### src/rtl/ddr_fifo_arbiter.sv
// Two-port round-robin arbiter serializing burst read/write transactions into
// typed command beats for the DDR3 bridge FIFO port; one transaction in flight.
module ddr_fifo_arbiter #(
  parameter int ADDR_WIDTH = 27,
  parameter int BRST_WIDTH = 6,
  parameter int DATA_WIDTH = 128,
  parameter int MASK_WIDTH = 16
) (
  input  logic                  clk,
  input  logic                  rstn,
  input  logic                  calib_done,
  input  logic                  s0_req_valid,
  output logic                  s0_req_ready,
  input  logic                  s0_req_write,
  input  logic [ADDR_WIDTH-1:0] s0_req_addr,
  input  logic [BRST_WIDTH-1:0] s0_req_burst,
  input  logic                  s0_wvalid,
  output logic                  s0_wready,
  input  logic [DATA_WIDTH-1:0] s0_wdata,
  input  logic [MASK_WIDTH-1:0] s0_wmask,
  output logic                  s0_rvalid,
  input  logic                  s0_rready,
  output logic [DATA_WIDTH-1:0] s0_rdata,
  output logic                  s0_rlast,
  input  logic                  s1_req_valid,
  output logic                  s1_req_ready,
  input  logic                  s1_req_write,
  input  logic [ADDR_WIDTH-1:0] s1_req_addr,
  input  logic [BRST_WIDTH-1:0] s1_req_burst,
  input  logic                  s1_wvalid,
  output logic                  s1_wready,
  input  logic [DATA_WIDTH-1:0] s1_wdata,
  input  logic [MASK_WIDTH-1:0] s1_wmask,
  output logic                  s1_rvalid,
  input  logic                  s1_rready,
  output logic [DATA_WIDTH-1:0] s1_rdata,
  output logic                  s1_rlast,
  output logic                  m_cmd_valid,
  input  logic                  m_cmd_ready,
  output logic [1:0]            m_cmd_type,
  output logic [ADDR_WIDTH-1:0] m_cmd_addr,
  output logic [BRST_WIDTH-1:0] m_cmd_burst,
  output logic [DATA_WIDTH-1:0] m_cmd_wdata,
  output logic [MASK_WIDTH-1:0] m_cmd_wmask,
  input  logic                  m_rsp_valid,
  output logic                  m_rsp_ready,
  input  logic [DATA_WIDTH-1:0] m_rsp_data
);

  typedef enum logic [1:0] {IDLE, WR_BEAT, RD_CMD, RD_RSP} state_t;

  localparam logic [1:0] T_IDLE = 2'd0;
  localparam logic [1:0] T_CMD  = 2'd1;
  localparam logic [1:0] T_WT   = 2'd2;
  localparam logic [1:0] T_RD   = 2'd3;

  state_t                state_q, state_d;
  logic                  owner_q, owner_d;
  logic                  prio_q, prio_d;
  logic [ADDR_WIDTH-1:0] addr_q, addr_d;
  logic [BRST_WIDTH-1:0] burst_q, burst_d;
  logic [BRST_WIDTH:0]   beat_q, beat_d;

  logic                  grant, accept, last, cmd_fire, rsp_fire;
  logic                  own_wvalid, own_rready;
  logic [DATA_WIDTH-1:0] own_wdata;
  logic [MASK_WIDTH-1:0] own_wmask;

  always_comb begin
    grant      = (s0_req_valid & s1_req_valid) ? prio_q : s1_req_valid;
    accept     = (state_q == IDLE) & calib_done & (s0_req_valid | s1_req_valid);
    own_wvalid = owner_q ? s1_wvalid : s0_wvalid;
    own_wdata  = owner_q ? s1_wdata  : s0_wdata;
    own_wmask  = owner_q ? s1_wmask  : s0_wmask;
    own_rready = owner_q ? s1_rready : s0_rready;
    // beat is one bit wider than burst so 64-beat bursts compare before wrapping
    last       = (beat_q == {1'b0, burst_q});
  end

  always_comb begin
    s0_req_ready = accept & ~grant;
    s1_req_ready = accept & grant;
    s0_wready    = 1'b0;
    s1_wready    = 1'b0;
    s0_rvalid    = 1'b0;
    s1_rvalid    = 1'b0;
    s0_rdata     = '0;
    s1_rdata     = '0;
    s0_rlast     = 1'b0;
    s1_rlast     = 1'b0;
    m_cmd_valid  = 1'b0;
    m_cmd_type   = T_IDLE;
    m_cmd_addr   = '0;
    m_cmd_burst  = '0;
    m_cmd_wdata  = '0;
    m_cmd_wmask  = '1;
    m_rsp_ready  = 1'b0;
    case (state_q)
      WR_BEAT: begin
        m_cmd_valid = own_wvalid;
        m_cmd_type  = (beat_q == '0) ? T_CMD : T_WT;
        m_cmd_addr  = addr_q;
        m_cmd_burst = burst_q;
        m_cmd_wdata = own_wdata;
        m_cmd_wmask = own_wmask;
        if (owner_q) s1_wready = m_cmd_ready;
        else         s0_wready = m_cmd_ready;
      end
      RD_CMD: begin
        m_cmd_valid = 1'b1;
        m_cmd_type  = T_RD;
        m_cmd_addr  = addr_q;
        m_cmd_burst = burst_q;
      end
      RD_RSP: begin
        m_rsp_ready = own_rready;
        if (owner_q) begin
          s1_rvalid = m_rsp_valid;
          s1_rdata  = m_rsp_data;
          s1_rlast  = last;
        end else begin
          s0_rvalid = m_rsp_valid;
          s0_rdata  = m_rsp_data;
          s0_rlast  = last;
        end
      end
      default: ;
    endcase

    cmd_fire = m_cmd_valid & m_cmd_ready;
    rsp_fire = m_rsp_valid & m_rsp_ready;

    state_d = state_q;
    owner_d = owner_q;
    prio_d  = prio_q;
    addr_d  = addr_q;
    burst_d = burst_q;
    beat_d  = beat_q;
    case (state_q)
      IDLE: begin
        if (accept) begin
          owner_d = grant;
          addr_d  = grant ? s1_req_addr  : s0_req_addr;
          burst_d = grant ? s1_req_burst : s0_req_burst;
          beat_d  = '0;
          state_d = (grant ? s1_req_write : s0_req_write) ? WR_BEAT : RD_CMD;
        end
      end
      WR_BEAT, RD_RSP: begin
        if ((state_q == WR_BEAT) ? cmd_fire : rsp_fire) begin
          beat_d = beat_q + 1'b1;
          if (last) begin
            state_d = IDLE;
            prio_d  = ~owner_q;
          end
        end
      end
      RD_CMD: begin
        if (cmd_fire) state_d = RD_RSP;
      end
      default: state_d = IDLE;
    endcase
  end

  always_ff @(posedge clk or negedge rstn) begin
    if (!rstn) begin
      state_q <= IDLE;
      owner_q <= 1'b0;
      prio_q  <= 1'b0;
      addr_q  <= '0;
      burst_q <= '0;
      beat_q  <= '0;
    end else begin
      state_q <= state_d;
      owner_q <= owner_d;
      prio_q  <= prio_d;
      addr_q  <= addr_d;
      burst_q <= burst_d;
      beat_q  <= beat_d;
    end
  end

endmodule

### config.mk
export PLATFORM = sky130hd
export DESIGN_NAME = ddr_fifo_arbiter
export DESIGN_NICKNAME = d
export VERILOG_FILES = /design/src/rtl/ddr_fifo_arbiter.sv
export SDC_FILE = /design/constraint.sdc
export NUM_CORES = 1
export LEC_CHECK = 0
export ABC_CLOCK_PERIOD_IN_PS = 6000
export BUFFER_PORTS_ARGS = -buffer_cell sky130_fd_sc_hd__buf_4
export CORE_AREA = 8 8 357 359
export CTS_CLUSTER_DIAMETER = 150
export DETAILED_ROUTE_END_ITERATION = 10
export DIE_AREA = 0 0 365 367
export GPL_TIMING_DRIVEN = 0
export PLACE_DENSITY = 0.3
export SETUP_SLACK_MARGIN = 0.15
export SLEW_MARGIN = 20
export SYNTH_ARGS = -nofsm -noshare
export SYNTH_HDL_FRONTEND = slang
export SYNTH_SLANG_ARGS = --single-unit
### constraint.sdc
create_clock -name clk -period 6 [get_ports clk]
set_input_delay 1.2 -clock clk [delete_from_list [all_inputs] [get_ports clk]]
set_output_delay 1.2 -clock clk [all_outputs]
set_load 0.005 [all_outputs]
# --- Word level (Yosys, flattened, before mapping) ---
# Cells that the tools add are included.
totals:
  elab_cells: 76
  input_bits: 495
  regBits: 44
  output_inout_bits: 445
op_classes:
  n_eq_ne: 8
  add_sub_neg: 1
  n_reduce_logical: 9
  n_bitwise: 10
  n_mux: 42
op_table:
  columns: ["cell", "count"]
  rows:
  - ["two-way mux 128 bit", 6]
  - ["two-way mux 27 bit", 2]
  - ["two-way mux 16 bit", 2]
  - ["two-way mux 1 bit", 18]
  - ["two-way mux 7 bit", 2]
  - ["case mux 7 bit (2 select lines)", 1]
  - ["two-way mux 2 bit", 6]
  - ["two-way mux 6 bit", 2]
  - ["inequality test 2 bit, second input constant", 4]
  - ["adder 7 x 1 -> 7 bit, second input constant", 1]
  - ["bitwise AND 1 bit", 7]
  - ["equality test 7 x 6 -> 1 bit", 1]
  - ["zero test 7 bit", 1]
  - ["case mux 2 bit (3 select lines)", 1]
  - ["AND reduction 3 bit", 2]
  - ["equality test 2 bit, second input constant", 2]
  - ["case mux 2 bit (2 select lines)", 1]
  - ["AND reduction 4 bit", 1]
  - ["OR reduction 2 bit", 2]
  - ["equality test 2 x 1 -> 1 bit, second input constant", 1]
  - ["zero test 2 bit", 1]
  - ["inverter 1 bit", 2]
  - ["case mux 1 bit (2 select lines)", 1]
  - ["AND reduction 2 bit", 1]
  - ["other kinds (2)", 2]

# --- Longest topological paths before layout ---
depth:
  depth_word: 6
  mapped_depth: 7
  mapped_depth_nobuf: 6

# --- Worst setup path after synthesis ---
# No wires, ideal clock.
synth_path:
  kind: "input to output"
  start: "input port s1_req_valid"
  end: "output port s1_req_ready"
  arrival_ns: 2.188
  path_slack_ns: 2.612
  required_time_ns: 4.800
  n_path_buf: 2
  path_stages: 4
  cell_sequence: "a21boi_0 and3_1 clkbuf_1 clkbuf_1"
synth_between:
  elab_chain_cells: 3
  elab_cells_between_ends: 5
  classes_between: "mux: 1; bitwise: 4"
synth_rtl:
  columns: ["element", "line_no", "text"]
  rows:
  - ["start: declaration", "25", "input logic s1_req_valid,"]
  - ["OR 1 bit / bitwise AND 1 bit (equally long branches)", "71, 70", null]
  - ["bitwise AND 1 bit / two-way mux 1 bit (equally long branches)", "71, 70", null]
  - ["bitwise AND 1 bit (*)", "82", "s1_req_ready = accept & grant;"]
  - ["end: declaration", "26", "output logic s1_req_ready,"]
# Every way passes the cells marked *; elsewhere a longest branch is shown, timed or not.

# --- Worst setup path in the final report ---
layout_path:
  start: "register state_q[0]"
  end: "output port s0_rdata[34]"
layout_between:
  elab_chain_cells: 2
layout_rtl:
  columns: ["element", "line_no", "text"]
  rows:
  - ["start: declaration", "57", "state_t state_q, state_d;"]
  - ["start signal: assignment", "174", "state_q <= state_d;"]
  - ["equality test 2 bit", "98", "case (state_q)"]
  - ["two-way mux 128 bit", "98", null]
  - ["end: declaration", "23", "output logic [DATA_WIDTH-1:0] s0_rdata,"]
# No other way between the ends.

==> impl_metrics.py <==
metrics = {
    "clock_network": {
        "post-cts-setup-buffer-count": 0,
        "cts.sinks": 44,
        "clk_latency_ps": 300,
        "clock_path_buffers": 2,
        "numCtsBuffers": 5,
        "root_buffer": "clkbuf_16",
        "cts_tree": "yes",
        "h-tree-depth": 2,
        "path_clk_slew_ps": 80,
        "ctsResizeCount": 0,
        "ctsHoldBuffers": 0,
    },
    "worst_setup_path": {
        "worstPathBufferInverterCount": 4,
        "crit_type": "reg2out",
        "slowest_stage": "clkbuf_1",
        "endpoint_kind": "output pin",
        "crit_arrival_ps": 3740,
        "crit_family": "buffers and inverters",
        "cp_data_required_time_ps": 4800,
        "cp_cell_sequence": "ha_1 > clkbuf_1 > nor2b_1 > clkbuf_1 > clkbuf_1 > and2_1 > buf_4",
        "start_kind": "flop",
        "critPathMostFrequentCell": "clkbuf_1",
        "path_max_fanout": 11,
        "critical_path.max_stage_delay_ps": 740,
    },
    "synth": {
        "syn_nets": 1405,
        "yosysSeqAreaShare_pct": 17.2,
        "avgSynthCellArea_um2": 7.06,
        "synth_top_area_cell": "mux2i_1",
        "yosysUniqueCellTypes": 35,
        "async_flop_share_pct": 100,
        "synth_area_leaders": "mux2i_1 23%, dfrtp_1 17%, and2_1 16%, and3_1 13%, nor2_1 8.1%",
        "syn_area_um2": 6380,
        "ys_top_cells_by_count": "162 x and2_1, 149 x mux2i_1, 138 x nor2_1",
        "synth.most_common_cell": "and2_1",
        "yosysWarningCount": 0,
        "synthCells": 904,
        "synth_ff_type": "dfrtp_1",
        "synth_top_area_share_pct": 23.4,
        "ys_ff_latch": 44,
        "synth-edff-count": 0,
    },
    "floorplanning": {
        "die_y_um": 367,
        "core_um2": 121000,
        "initial_core_util_pct": 5.26,
        "fp-row-count": 128,
        "die_w_um": 365,
        "die_area_um2": 134000,
        "ioPinCount": 940,
    },
    "cells_and_area": {
        "areaGrowthSynthToFinish_pct": 146,
        "fin_nets": 2352,
        "fin_cells": 3487,
        "fillers": 14337,
        "drive_gt1_share_pct": 52.5,
    },
    "placed_design": {
        "finalWeightedCongestion": 0.868,
        "place_inst": 3469,
        "hpwl_mm": 89.3,
        "portBuffers": 939,
    },
    "sta": {
        "fin_skew_ps": 6.57,
        "timing.fmax_ghz": 0.203,
        "setup_tns_ps": 0,
        "fin_crit_ps": 4940,
        "slew_headroom_pct": 28.2,
        "period_share_pct": 82.3,
        "rsz0062_at_grt": "no",
        "setup_violations": 0,
        "hold_violations": 0,
        "drv_slew": 0,
        "tightest_slew_ps": 1080,
    },
    "min_path": {
        "hold_class": "reg2reg",
    },
    "global_routing": {
        "grt_pass1_vias": 11332,
        "grt.overflow.total": 0,
        "grt_pass1_wl_mm": 122,
        "antenna_found_initial": 48,
        "grt_max_degree": 45,
        "grtUsageTotal_pct": 13.6,
    },
    "route": {
        "wl_per_cell_um": 28.0,
        "antenna_left": 0,
        "wl_mm": 97.7,
        "dr.pass1.iters": 4,
        "first_iter_violations": 563,
        "drcViolationCount": 0,
        "vias_per_cell": 3.06,
        "vias": 10676,
    },
    "pwr": {
        "ir_drop_v": 0.000136,
        "p_per_area_nw_per_um2": 326,
        "power_leakage_nw": 8.32,
    },
    "flow_run": {
        "cap_viol_max_count": 0,
    },
    "status": {
        "outcome": "complete, no violations",
    },
}
==> cell type report <==
cell class	count	area (µm²)	share of cell area (%)
Multi-Input combinational cell	761	4890	31.2
Tap cell	1625	2030	13.0
Sequential cell	44	1100	7.02
Buffer	92	372	2.37
Timing Repair Buffer	940	7070	45.1
Clock buffer	5	125	0.797
Clock inverter	3	46.3	0.295
Inverter	7	26.3	0.167
Antenna cell	10	25.0	0.159
==> cell usage in the layout, fill, tap and decap left out, types with 6 or more instances in the layout <==
cell type,count
diode_2,10
nand2_1,89
ha_1,6
clkbuf_1,71
buf_4,939
nor2_1,138
buf_2,16
mux2i_1,149
inv_1,7
o21ai_0,8
and3_1,133
a22oi_1,33
dfrtp_1,44
and2_1,162
==> metrics by stage <==
step | util (%) | total power [mW] | area (µm²) | worst slack, ps | hold slack (ps)
after floorplan | - | 2.26 | 6380 | 2610 | 468
after global placement | 12.7 | 4.91 | 15500 | 1080 | 496
after detailed placement | 12.8 | 4.90 | 15500 | 1110 | 496
after CTS | 12.9 | 5.29 | 15700 | 751 | 516
after global routing | 12.9 | 5.55 | 15700 | 892 | 530
final | 12.9 | 5.11 | 15700 | 1060 | 509
==> power by group <==
part	leakage [nW]	total, mW	switching, mW	internal [mW]
registers	0.550	0.508	0.0863	0.422
logic	7.69	4.25	2.39	1.85
clock network	0.0805	0.353	0.154	0.199
==> cell families (layout without fill, tap and decap cells) <==
group / count (synthesis) / in the layout / synth area share (%)
AND/OR/NAND/NOR: 538 / 538 / 43.9
multiplexers: 151 / 151 / 23.8
buffers and inverters: 99 / 1047 / 6.12
AO/OA/AOI/OAI: 60 / 60 / 6.94
flip-flops: 44 / 44 / 17.2
adder cells (fa/ha/maj): 6 / 6 / 1.18
XOR/XNOR: 6 / 6 / 0.823
other: 0 / 10 / 0
==> tightest hold or removal path, delay by kind of cell, from the launching register on <==
kind,cells,cell delay [ps]
flops,1,340
compound gates,1,80
simple gates,1,60
==> path summary, 6_finish.rpt <==
path / from / slack, ps / depth (start not counted) / to
max: state_q[0]$_DFFE_PN0P_ / 1060 / 7 / s0_rdata[34]
min: addr_q[22]$_DFFE_PN0P_ / 510 / 2 / addr_q[22]$_DFFE_PN0P_
max reg2reg: state_q[0]$_DFFE_PN0P_ / 2940 / 7 / addr_q[15]$_DFFE_PN0P_
min reg2reg: addr_q[22]$_DFFE_PN0P_ / 510 / 2 / addr_q[22]$_DFFE_PN0P_
max in group asynchronous: rstn / 4570 / 1 / prio_q$_DFFE_PN0P_
min in group asynchronous: rstn / 930 / 1 / addr_q[0]$_DFFE_PN0P_
==> flip-flops by register name, indices dropped and copies added, names as in the netlist <==
signal and count:
burst_q 6, prio_q 1, owner_q 1, state_q 2
beat_q 7, addr_q 27
==> per-layer routing <==
| metal | global-route usage (%) | vias up | routed length [µm] |
|---|---|---|---|
| met2 | 22.4 | 567 | 44600 |
| met5 | 0 | - | 218 |
| li1 | - | 4950 | - |
| met4 | 1.03 | 34 | 818 |
| met3 | 5.50 | 76 | 9640 |
| met1 | 17.2 | 5049 | 42400 |
Power figures use the tool's default switching activity.
